[src/rtl/barrier_pkg.sv]
// ---------------------------------------------------------------------------
// barrier_pkg : shared state codes and defaults for the barrier driver. Rev 1.0
// ---------------------------------------------------------------------------
`default_nettype none

package barrier_pkg;

  localparam int unsigned C_TRAVEL_TIMEOUT = 200;

  typedef enum logic [2:0] {
    ST_HOMING  = 3'b000,
    ST_CLOSED  = 3'b001,
    ST_OPENING = 3'b010,
    ST_OPEN    = 3'b011,
    ST_CLOSING = 3'b100,
    ST_FAULT   = 3'b111
  } drv_state_e;

endpackage

`default_nettype wire

[src/rtl/sync_2ff.sv]
// ---------------------------------------------------------------------------
// sync_2ff : two-flop synchroniser for asynchronous single-bit inputs. Rev 1.0
// ---------------------------------------------------------------------------
`default_nettype none

module sync_2ff (
  input  logic clk,
  input  logic reset_n,
  input  logic d,
  output logic q
);

  logic r_meta;
  logic r_sync;

  always_ff @(posedge clk or negedge reset_n) begin
    if (!reset_n) begin
      r_meta <= 1'b0;
      r_sync <= 1'b0;
    end else begin
      r_meta <= d;
      r_sync <= r_meta;
    end
  end

  assign q = r_sync;

endmodule

`default_nettype wire

[src/rtl/barrier_driver.sv]
// ---------------------------------------------------------------------------
// barrier_driver : parking barrier motor sequencer with dead time. Rev 1.0
// ---------------------------------------------------------------------------
`default_nettype none

module barrier_driver
  import barrier_pkg::*;
#(
  parameter int unsigned TRAVEL_TIMEOUT = C_TRAVEL_TIMEOUT
) (
  input  logic       clk,
  input  logic       reset_n,
  input  logic       open_cmd,
  input  logic       close_cmd,
  input  logic       force_open,
  input  logic       fault_clear,
  input  logic       limit_up,
  input  logic       limit_down,
  input  logic       obstacle,
  output logic       motor_up,
  output logic       motor_down,
  output logic       barrier_open,
  output logic       barrier_closed,
  output logic       fault,
  output logic [2:0] drv_state
);

  localparam int unsigned C_TIMER_W = $clog2(TRAVEL_TIMEOUT + 1);

  logic                 w_lu_s;
  logic                 w_ld_s;
  logic                 w_ob_s;
  drv_state_e           r_state;
  drv_state_e           w_next;
  logic [C_TIMER_W-1:0] r_timer;
  logic                 r_armed;
  logic                 w_entering;
  logic                 w_timeout;
  logic                 r_motor_up;
  logic                 r_motor_down;
  logic                 r_open;
  logic                 r_closed;
  logic                 r_fault;

  sync_2ff u_sync_lu (.clk(clk), .reset_n(reset_n), .d(limit_up),   .q(w_lu_s));
  sync_2ff u_sync_ld (.clk(clk), .reset_n(reset_n), .d(limit_down), .q(w_ld_s));
  sync_2ff u_sync_ob (.clk(clk), .reset_n(reset_n), .d(obstacle),   .q(w_ob_s));

  assign w_timeout  = (r_timer == C_TIMER_W'(TRAVEL_TIMEOUT));
  // The first edge after reset counts as an entry so HOMING also gets dead time.
  assign w_entering = (w_next != r_state) || !r_armed;

  always_comb begin
    w_next = r_state;
    if (r_state != ST_FAULT && w_lu_s && w_ld_s) begin
      w_next = ST_FAULT;
    end else begin
      case (r_state)
        ST_HOMING: begin
          if (w_ld_s)         w_next = ST_CLOSED;
          else if (w_timeout) w_next = ST_FAULT;
        end
        ST_CLOSED: begin
          if (open_cmd || force_open) w_next = ST_OPENING;
        end
        ST_OPENING: begin
          if (w_lu_s)         w_next = ST_OPEN;
          else if (w_timeout) w_next = ST_FAULT;
        end
        ST_OPEN: begin
          if (close_cmd && !open_cmd && !force_open && !w_ob_s) w_next = ST_CLOSING;
        end
        ST_CLOSING: begin
          if (w_ob_s || open_cmd || force_open) w_next = ST_OPENING;
          else if (w_ld_s)                      w_next = ST_CLOSED;
          else if (w_timeout)                   w_next = ST_FAULT;
        end
        ST_FAULT: begin
          if (fault_clear) w_next = ST_HOMING;
        end
        default: w_next = ST_HOMING;
      endcase
    end
  end

  always_ff @(posedge clk or negedge reset_n) begin
    if (!reset_n) begin
      r_state      <= ST_HOMING;
      r_timer      <= '0;
      r_armed      <= 1'b0;
      r_motor_up   <= 1'b0;
      r_motor_down <= 1'b0;
      r_open       <= 1'b0;
      r_closed     <= 1'b0;
      r_fault      <= 1'b0;
    end else begin
      r_state <= w_next;
      r_armed <= 1'b1;
      if (w_entering)      r_timer <= '0;
      else if (!w_timeout) r_timer <= r_timer + C_TIMER_W'(1);
      r_motor_up   <= !w_entering && (w_next == ST_OPENING);
      r_motor_down <= !w_entering &&
                      ((w_next == ST_CLOSING) || (w_next == ST_HOMING && !w_ob_s));
      r_open       <= (w_next == ST_OPEN);
      r_closed     <= (w_next == ST_CLOSED);
      r_fault      <= (w_next == ST_FAULT);
    end
  end

  assign motor_up       = r_motor_up;
  assign motor_down     = r_motor_down;
  assign barrier_open   = r_open;
  assign barrier_closed = r_closed;
  assign fault          = r_fault;
  assign drv_state      = r_state;

endmodule

`default_nettype wire
[config.mk]
export PLATFORM = sky130hd
export DESIGN_NAME = barrier_driver
export DESIGN_NICKNAME = d
export VERILOG_FILES = /design/src/rtl/barrier_pkg.sv /design/src/rtl/sync_2ff.sv /design/src/rtl/barrier_driver.sv
export SDC_FILE = /design/constraint.sdc
export NUM_CORES = 1
export LEC_CHECK = 0
export CAP_MARGIN = 5
export CORE_MARGIN = 2
export CORE_UTILIZATION = 35
export CTS_CLUSTER_SIZE = 28
export DETAILED_ROUTE_END_ITERATION = 8
export PLACE_DENSITY = 0.61
export SYNTH_ARGS = -nofsm -noshare
export SYNTH_HDL_FRONTEND = slang
export SYNTH_SLANG_ARGS = --single-unit
[constraint.sdc]
create_clock -name clk -period 1.78 [get_ports clk]
set_clock_uncertainty 0.05 [all_clocks]
set_input_delay 0.356 -clock clk [delete_from_list [all_inputs] [get_ports clk]]
set_output_delay 0.356 -clock clk [all_outputs]
set_load 0.02 [all_outputs]
==> results.toml, run 1 <==
[job]
maxCapViolations = 0

[drt]
num_vias = 1094
ant_nets = 0
viasPerCell = 5.16
dr.pass1.iters = 4
wirelength_um = 2980
drc_errors = 0
drt-initial-drc-count = 44
wl_per_cell_um = 14.0

[critical_path]
critPathLaunch = "r_timer[1]"
cp-end-kind = "flop"
crit_path_max_fanout = 8
crit_path_start_kind = "flop"
worstPathRequired_ns = 1.93
reg2reg_slack_ns = -0.17
r2r_end = "r_timer[7]"
critical_path.slowest_cell = "dfrtp_1"
critical_path_cell_count = 8
reg2reg_from = "r_timer[1]"
criticalPathCategory = "reg2reg"
path_delay_family = "simple AND/OR/NAND/NOR gates"
reg2reg_depth = 8
critPathArrivalTime_ns = 2.11
endpoint = "r_timer[7]"
cp_cell_sequence = "inv_1 -> ha_2 -> nor4bb_4 -> and4b_2 -> a221oi_4 -> buf_6 -> o21ai_4 -> nor3_1"
slowest_delay_ns = 0.40
path_buf_inv = 2

[synthesis]
syn_area_per_cell_um2 = 10.6
synthCells = 120
synth-compound-area-share_pct = 16.2
yosys_most_used_dff = "dfrtp_1"
yosys_warnings = 0
synth-async-reset-ratio_pct = 100
synth_top_family_by_area = "simple AND/OR/NAND/NOR gates"
synthMuxAreaShare_pct = 2.47
ys_types = 47
synth.area.top_cells = "dfrtp_1 (45%), nor3_1 (4.3%), xnor2_1 (4.2%)"
synth-seq-cells = 23
netlist_area_um2 = 1270
synth_nets = 131
synth-xor-area-share_pct = 4.15
synthSimpleGateAreaFrac_pct = 25.4
yosys.area.top_type = "dfrtp_1"
synth_edf_count = 0
synthAdderAreaFrac_pct = 1.98
yosysTopAreaCellShare_pct = 45.5
ys_seq_area_share_pct = 45.5

[floorplan]
initial_core_util_pct = 37.1
die_w_um = 64.1
die_h_um = 64.1
io_pins = 17
num_rows = 21
die_area_um2 = 4110
core_area_um2 = 3420

[finish]
nFillCells = 303
multi_input_area_um2 = 751
num_antenna_cells = 0
area_growth_pct = 45.7
fin_nets = 178
regArea_um2 = 578
drive_above_1_share_pct = 38.0
finalInstanceArea_um2 = 1840

[clock_network]
cts_max_level = 1
cts_made_buffers = 3
clock-sinks = 23
clk_latency_ns = 0.32
cts_tree = "built"
root_buffer = "clkbuf_4"
clkTransAtPathRegs_ns = 0.13
clock_path_buffers = 2

[power]
leakagePower_nw = 0.764
peakVddDrop_mv = 0.993
clkPwrFrac_pct = 10.6
switchingPower_w = 0.000962
p_total_w = 0.00232
p_int_w = 0.00136
power_frac_comb_pct = 60.0
p_seq_share_pct = 29.4
switching_share_pct = 41.4
powerDensity_nw_per_um2 = 1260

[timing]
finalHoldViolCount = 0
fin_crit_sh_pct = 110
slew_headroom_pct = 55.8
slew_violations = 0
worst_slack_ns = -0.173
setup_viol = 15
finalCriticalPeriod_ns = 1.95
worst_pin_slew_ns = 0.658
rsz0062_at_grt = "true"
max_freq_mhz = 512
whs_ns = 0.311

[placement]
dp_hpwl_um = 2140
placed_area_um2 = 1660
post-place-ws_ns = -0.477
globalplace.congestion = 0.797
io_buffers = 16

[global_routing]
grt_pass1_vias = 1160
grt_pass1_wl_um = 5160
grt_usage_pct = 16.0
antenna_found_initial = 0
grt-ovfl-total = 0
grt_start_max_net_pins = 24

[run_status]
outcome = "finished, violations left"
violations = "setup timing"

[hold_path]
worstHoldPathType = "in2async"
cell usage after synthesis (all sizes together) (2+ instances only):
library cell / count
a221oi: 2
nor3b: 2
o211ai: 2
buf: 4
and3: 4
nand3b: 2
a31oi: 4
o21ai: 7
nor3: 11
mux2i: 2
inv: 6
nand3: 5
nor2: 4
xnor2: 6
nor4b: 2
ha: 2
dfrtp: 23
nand2: 11
layout by cell type (no fill, tap or decap), types with 2 or more instances in the layout:
cell type | netlist | final
a221oi_4 | 1 | 2
a31oi_1 | 3 | 2
and3_1 | 4 | 4
buf_4 | 1 | 25
buf_6 | 1 | 4
clkbuf_4 | 0 | 3
clkdlybuf4s50_1 | 0 | 12
dfrtp_1 | 23 | 21
dfrtp_2 | 0 | 2
dlygate4sd2_1 | 0 | 4
inv_1 | 6 | 5
mux2i_1 | 2 | 2
nand2_1 | 11 | 11
nand3_1 | 5 | 5
nand3b_1 | 2 | 2
nor2_1 | 4 | 4
nor3_1 | 11 | 7
nor3_2 | 0 | 4
nor4b_2 | 2 | 2
o21ai_0 | 2 | 2
o21ai_1 | 4 | 2
o21ai_4 | 1 | 2
xnor2_1 | 6 | 6
timing repair:
item,4_1_cts,5_1_grt
hold buffers,0,0
pin swaps,11,4
resized for setup,17,11
endpoints found under the setup margin,19,17
buffers inserted,4,0
worst reg2reg max path, delay by kind of cell, from the launching register on:
family / cells / cell delay, ns
buffers and inverters: 2 / 0.20
AND/OR/NAND/NOR: 3 / 0.64
AO/OA/AOI/OAI: 2 / 0.38
flip-flops: 1 / 0.40
adder cells (fa/ha/maj): 1 / 0.17
sequential cells by signal, indices dropped and copies added, names as in the netlist:
signal / count
r_timer: 8
drv_state: 3
barrier_closed: 1
barrier_open: 1
fault: 1
motor_down: 1
motor_up: 1
r_armed: 1
u_sync_ld.q: 1
u_sync_ld.r_meta: 1
u_sync_lu.q: 1
u_sync_lu.r_meta: 1
u_sync_ob.q: 1
u_sync_ob.r_meta: 1
power groups by stage:
stage                     sequential, W  clock (W)  combinational [W]
after floorplan                0.000751          0           0.000648
final                          0.000683   0.000246            0.00140
after detailed placement       0.000694          0            0.00118
after CTS                      0.000678   0.000253            0.00131
after global routing           0.000698   0.000270            0.00151
after global placement         0.000696          0            0.00116
per-layer routing:
layer / share of wire [%] / global-route usage (%) / vias to the layer above
met3: 3.6 / 2.11 / 13
met4: 3.2 / 6.38 / 0
met1: 45 / 20.6 / 515
met5: 0 / 0 / -
li1: - / - / 526
met2: 48 / 27.1 / 40
worst min path at each step:
stage	start	to	slack, ns	depth (start not counted)
finish	reset_n	drv_state[1]	0.31	2
global route	u_sync_lu.r_meta	u_sync_lu.q	0.32	0
CTS	u_sync_lu.r_meta	u_sync_lu.q	0.31	0
detailed placement	u_sync_lu.r_meta	u_sync_lu.q	0.28	0
global placement	u_sync_ob.r_meta	u_sync_ob.q	0.28	0
floorplan	reset_n	barrier_closed	0.01	0
stage by stage:
stage	std cells	util, %	TNS, ns
3_5_place_dp	204	48.6	-6.92
5_1_grt	212	54.0	-3.69
2_1_floorplan	120	-	-0.311
6_report	212	54.0	-2.09
3_3_place_gp	204	48.6	-6.36
4_1_cts	212	52.5	-1.75
cell families (layout without fill, tap and decap cells):
group / after synthesis / in the layout
and+or+nand+nor: 53 / 53
DFF: 23 / 23
AOI/OAI and AO/OA: 22 / 22
buffers and inverters: 10 / 56
xor gates and xnor gates: 6 / 6
muxes: 3 / 3
adders and majority gates: 2 / 2
other: 1 / 1
cell type report:
type | count | area share (%)
clock buffers | 3 | 1.22
clock inverters | 1 | 0.271
inverters | 6 | 1.22
multi-input cells | 87 | 40.7
flip-flops and latches | 23 | 31.3
well taps | 46 | 3.12
repair buffers | 46 | 22.1
(Power assumes the default switching activity.)
==> run 2, diff against run 1 <==
--- a/config.mk
+++ b/config.mk
@@ -10,7 +10,8 @@
 export CORE_UTILIZATION = 35
 export CTS_CLUSTER_SIZE = 28
 export DETAILED_ROUTE_END_ITERATION = 8
-export PLACE_DENSITY = 0.61
+export DONT_BUFFER_PORTS = 1
+export PLACE_DENSITY = 0.55
 export SYNTH_ARGS = -nofsm -noshare
 export SYNTH_HDL_FRONTEND = slang
 export SYNTH_SLANG_ARGS = --single-unit
==> results.toml, run 2 (synthesis results as in run 1) <==
[drt]
dr.pass1.iters = 4
drc_errors = 0
viasPerCell = 5.33
wirelength_um = 2890
ant_nets = 0
wl_per_cell_um = 14.6
num_vias = 1050
drt-initial-drc-count = 28

[run_status]
outcome = "finished, violations left"
violations = "setup timing"

[finish]
nFillCells = 325
num_antenna_cells = 0
mostFrequentLayoutCells = "buf_4 (26), dfrtp_1 (23), nand2_1 (11)"
regArea_um2 = 576
final_common_cell = "buf_4"
multi_input_area_um2 = 774
regMostFlops = "r_timer"
largest_reg_flops = 8
fin_nets = 163
finalInstanceArea_um2 = 1710
drive_above_1_share_pct = 39.7
area_growth_pct = 35.2

[timing]
worst_slack_ns = -0.113
worst_pin_slew_ns = 1.03
finalCriticalPeriod_ns = 1.89
max_freq_mhz = 528
slew_headroom_pct = 30.9
finalHoldViolCount = 0
setup_viol = 14
rsz0062_at_grt = "true"
slew_violations = 0
fin_crit_sh_pct = 106

[clock_network]
clkTransAtPathRegs_ns = 0.12
clock-sinks = 23
root_buffer = "clkbuf_4"
clock_path_buffers = 2
clk_latency_ns = 0.31
cts_max_level = 1
cts_tree = "built"
cts_made_buffers = 3

[global_routing]
antenna_found_initial = 0
grt-ovfl-total = 0
grt_pass1_vias = 1056
grt_start_max_net_pins = 24
grt_usage_pct = 14.9
grt_pass1_wl_um = 4800

[floorplan]
num_rows = 21
io_pins = 17
core_area_um2 = 3420
initial_core_util_pct = 37.1
die_w_um = 64.1
die_h_um = 64.1
die_area_um2 = 4110

[power]
clkPwrFrac_pct = 10.5
leakagePower_nw = 0.702
p_seq_share_pct = 32.8
p_int_w = 0.00129
powerDensity_nw_per_um2 = 1320
peakVddDrop_mv = 0.542
switching_share_pct = 42.8
p_total_w = 0.00226
power_frac_comb_pct = 56.7
switchingPower_w = 0.000969

[critical_path]
cp_cell_sequence = "inv_1 -> ha_2 -> nor4bb_1 -> and4b_2 -> a221oi_4 -> buf_4 -> a2bb2oi_4 -> nor3_2"
crit_path_max_fanout = 6
r2r_end = "barrier_closed"
critPathArrivalTime_ns = 2.05
critical_path.slowest_cell = "a221oi_4"
reg2reg_from = "r_timer[1]"
criticalPathCategory = "reg2reg"
worstPathRequired_ns = 1.94
cp-end-kind = "flop"
crit_path_start_kind = "flop"
slowest_delay_ns = 0.39
reg2reg_slack_ns = -0.11
reg2reg_depth = 8

[hold_path]
min_from = "u_sync_lu.r_meta"
min_to = "u_sync_lu.q"
worstHoldPathType = "reg2reg"
holdPathStages = 0

[job]
maxCapViolations = 0

[placement]
dp_hpwl_um = 2030
placed_area_um2 = 1460
io_buffers = 0
globalplace.congestion = 0.874
==> run 2: layout make-up <==
| cell class | count | share of cell area, % |
|---|---|---|
| Multi-Input combinational cell | 87 | 45.2 |
| Sequential cell | 23 | 33.6 |
| Timing Repair Buffer | 31 | 14.9 |
| Tap cell | 46 | 3.36 |
| Clock buffer | 4 | 1.54 |
| Inverter | 6 | 1.32 |
==> run 2: how the worst max path moves through the flow <==
stage	endpoint	cells past startpoint	slack, ns	start
after detailed placement	r_timer[4]	7	-0.16	r_timer[1]
after CTS	barrier_closed	8	-0.13	r_timer[0]
final	barrier_closed	8	-0.11	r_timer[1]
after global placement	r_timer[7]	7	-0.1	r_timer[1]
after global routing	r_timer[4]	9	-0.20	r_timer[0]
after floorplan	motor_down	8	-0.08	r_timer[0]
==> run 2: power groups by stage <==
stage | logic, W | clock network (W) | registers (W)
2_1_floorplan | 0.000648 | 0 | 0.000751
6_report | 0.00128 | 0.000237 | 0.000743
5_1_grt | 0.00138 | 0.000270 | 0.000757
3_3_place_gp | 0.000939 | 0 | 0.000741
4_1_cts | 0.00115 | 0.000251 | 0.000737
3_5_place_dp | 0.000960 | 0 | 0.000744
==> run 2: critical path, delay by kind of cell, from the launching register on <==
family / cells / cell delay [ns]
and+or+nand+nor: 3 / 0.43
AOI/OAI and AO/OA: 2 / 0.56
adders and majority gates: 1 / 0.16
buffers and inverters: 2 / 0.24
DFF: 1 / 0.37
==> run 2: routing by layer <==
| layer | track usage, % | routed length [um] | share of wire [%] |
|---|---|---|---|
| met5 | 0 | 0 | 0 |
| met1 | 18.2 | 1250 | 43 |
| met4 | 5.32 | 60 | 2.1 |
| met2 | 25.1 | 1470 | 51 |
| met3 | 4.23 | 108 | 3.7 |
==> run 2: metrics by stage <==
stage / TNS (ns) / hold WS, ns / utilization [%] / instances / setup WS (ns)
4_1_cts: -1.33 / 0.317 / 48.4 / 196 / -0.129
3_5_place_dp: -1.48 / 0.0114 / 42.9 / 183 / -0.162
3_3_place_gp: -0.843 / 0.0113 / 42.9 / 183 / -0.0986
6_report: -1.25 / 0.312 / 50.1 / 197 / -0.113
5_1_grt: -2.58 / 0.327 / 50.1 / 197 / -0.196
2_1_floorplan: -0.311 / 0.0104 / - / 120 / -0.0783
==> run 2: repair_timing <==
action | 4_1_cts | 5_1_grt
setup buffers | 5 | 1
cloned | 0 | 0
pin swaps | 11 | 7
hold endpoints to repair | 26 | 0
hold buffers | 4 | 0
resized for setup | 14 | 7
endpoints found under the setup margin | 14 | 16
==> run 3, diff against run 2 <==
--- a/config.mk
+++ b/config.mk
@@ -12,6 +12,7 @@
 export DETAILED_ROUTE_END_ITERATION = 8
 export DONT_BUFFER_PORTS = 1
 export PLACE_DENSITY = 0.55
+export SKIP_CTS_REPAIR_TIMING = 1
 export SYNTH_ARGS = -nofsm -noshare
 export SYNTH_HDL_FRONTEND = slang
 export SYNTH_SLANG_ARGS = --single-unit
==> results.toml, run 3 (synthesis results as in run 1) <==
[run_status]
outcome = "finished, violations left"
violations = "setup timing"

[timing]
setup_viol = 13
finalCriticalPeriod_ns = 1.91
whs_ns = 0.312
finalHoldViolCount = 0
fin_crit_sh_pct = 108
slew_violations = 0
worst_slack_ns = -0.134
max_freq_mhz = 523
rsz0062_at_grt = "true"

[clock_network]
clock_path_buffers = 2
cts_made_buffers = 3
clock-sinks = 23
cts_max_level = 1
clkTransAtPathRegs_ns = 0.12
cts_tree = "built"
root_buffer = "clkbuf_4"
clk_latency_ns = 0.30

[finish]
largest_reg_flops = 8
drive_above_1_share_pct = 34.0
regMostFlops = "r_timer"
mostFrequentLayoutCells = "buf_4 (25), dfrtp_1 (23), nand2_1 (11)"
final_common_cell = "buf_4"
fin_nets = 162
area_growth_pct = 30.1
num_antenna_cells = 0
final_util_pct = 48.2

[power]
peakVddDrop_mv = 0.518
powerDensity_nw_per_um2 = 1310
leakagePower_nw = 0.687
p_total_w = 0.00215

[drt]
wirelength_um = 2770
num_vias = 998
viasPerCell = 5.09
wl_per_cell_um = 14.2
ant_nets = 0
drt-initial-drc-count = 13
drc_errors = 0
dr.pass1.iters = 4

[global_routing]
grt_usage_pct = 14.3
grt_pass1_wl_um = 4600
antenna_found_initial = 0
grt-ovfl-total = 0
grt_pass1_vias = 977
grt_start_max_net_pins = 24

[critical_path]
crit_path_start_kind = "flop"
worstPathRequired_ns = 1.93
slowest_delay_ns = 0.38
criticalPathCategory = "reg2reg"
path_delay_family = "compound AO/OA/AOI/OAI gates"
path_buf_inv = 2
cp-end-kind = "flop"
reg2reg_depth = 8
crit_path_max_fanout = 6
cp_cell_sequence = "inv_1 -> ha_2 -> nor4bb_1 -> and4b_2 -> a221oi_4 -> buf_4 -> a2bb2oi_4 -> nor3_1"
reg2reg_slack_ns = -0.13
reg2reg_from = "r_timer[1]"
critPathArrivalTime_ns = 2.07
critical_path.slowest_cell = "a221oi_4"
r2r_end = "barrier_closed"

[floorplan]
initial_core_util_pct = 37.1
num_rows = 21
die_area_um2 = 4110
die_h_um = 64.1
core_area_um2 = 3420
io_pins = 17
die_w_um = 64.1

[hold_path]
min_from = "u_sync_lu.r_meta"
min_to = "u_sync_lu.q"
worstHoldPathType = "reg2reg"
holdPathStages = 0

[placement]
dp_hpwl_um = 2030
io_buffers = 0
globalplace.congestion = 0.874

[job]
maxCapViolations = 0
[run 3: cell count changes in the layout (fill, tap and decap cells not counted), sizes merged]
cell and delta:
buf -1
[run 3: where the power goes]
| group | leakage (nW) | internal (W) | switching, W | total [W] |
|---|---|---|---|---|
| registers | 0.294 | 0.000607 | 0.000130 | 0.000737 |
| logic | 0.377 | 0.000558 | 0.000622 | 0.00118 |
| clock network | 0.0150 | 0.0000874 | 0.000148 | 0.000235 |
[run 3: final cells by class]
| type | instances | area (um2) |
|---|---|---|
| clock buffer | 4 | 26.3 |
| fill | 332 | 1770 |
| inverter | 6 | 22.5 |
| multi-input combinational | 87 | 718 |
| sequential | 23 | 576 |
| tap | 46 | 57.6 |
| timing repair buffer | 30 | 248 |
[run 3: layer usage]
metal | vias up | part of all wire [%] | track usage (%)
met5 | - | 0 | 0
met4 | 0 | 0.54 | 3.72
met3 | 2 | 3.4 | 3.87
met2 | 15 | 51 | 23.8
met1 | 491 | 45 | 18.4
li1 | 490 | - | -
[run 3: worst max-delay path by stage]
| stage | from | end | slack [ns] | cells past startpoint |
|---|---|---|---|---|
| final | r_timer[1] | barrier_closed | -0.13 | 8 |
| after global placement | r_timer[1] | r_timer[7] | -0.1 | 7 |
| after CTS | r_timer[1] | r_timer[1] | -0.19 | 7 |
| after floorplan | r_timer[0] | motor_down | -0.08 | 8 |
| after detailed placement | r_timer[1] | r_timer[4] | -0.16 | 7 |
| after global routing | r_timer[0] | r_timer[1] | -0.20 | 7 |
[run 3: stage by stage]
| step | setup TNS [ns] | setup slack [ns] | cell area [um2] | instances |
|---|---|---|---|---|
| after floorplan | -0.311 | -0.0783 | 1280 | 120 |
| after global placement | -0.843 | -0.0986 | 1460 | 183 |
| after detailed placement | -1.48 | -0.162 | 1460 | 183 |
| after CTS | -1.92 | -0.186 | 1490 | 187 |
| after global routing | -2.50 | -0.200 | 1650 | 196 |
| final | -1.31 | -0.134 | 1650 | 196 |
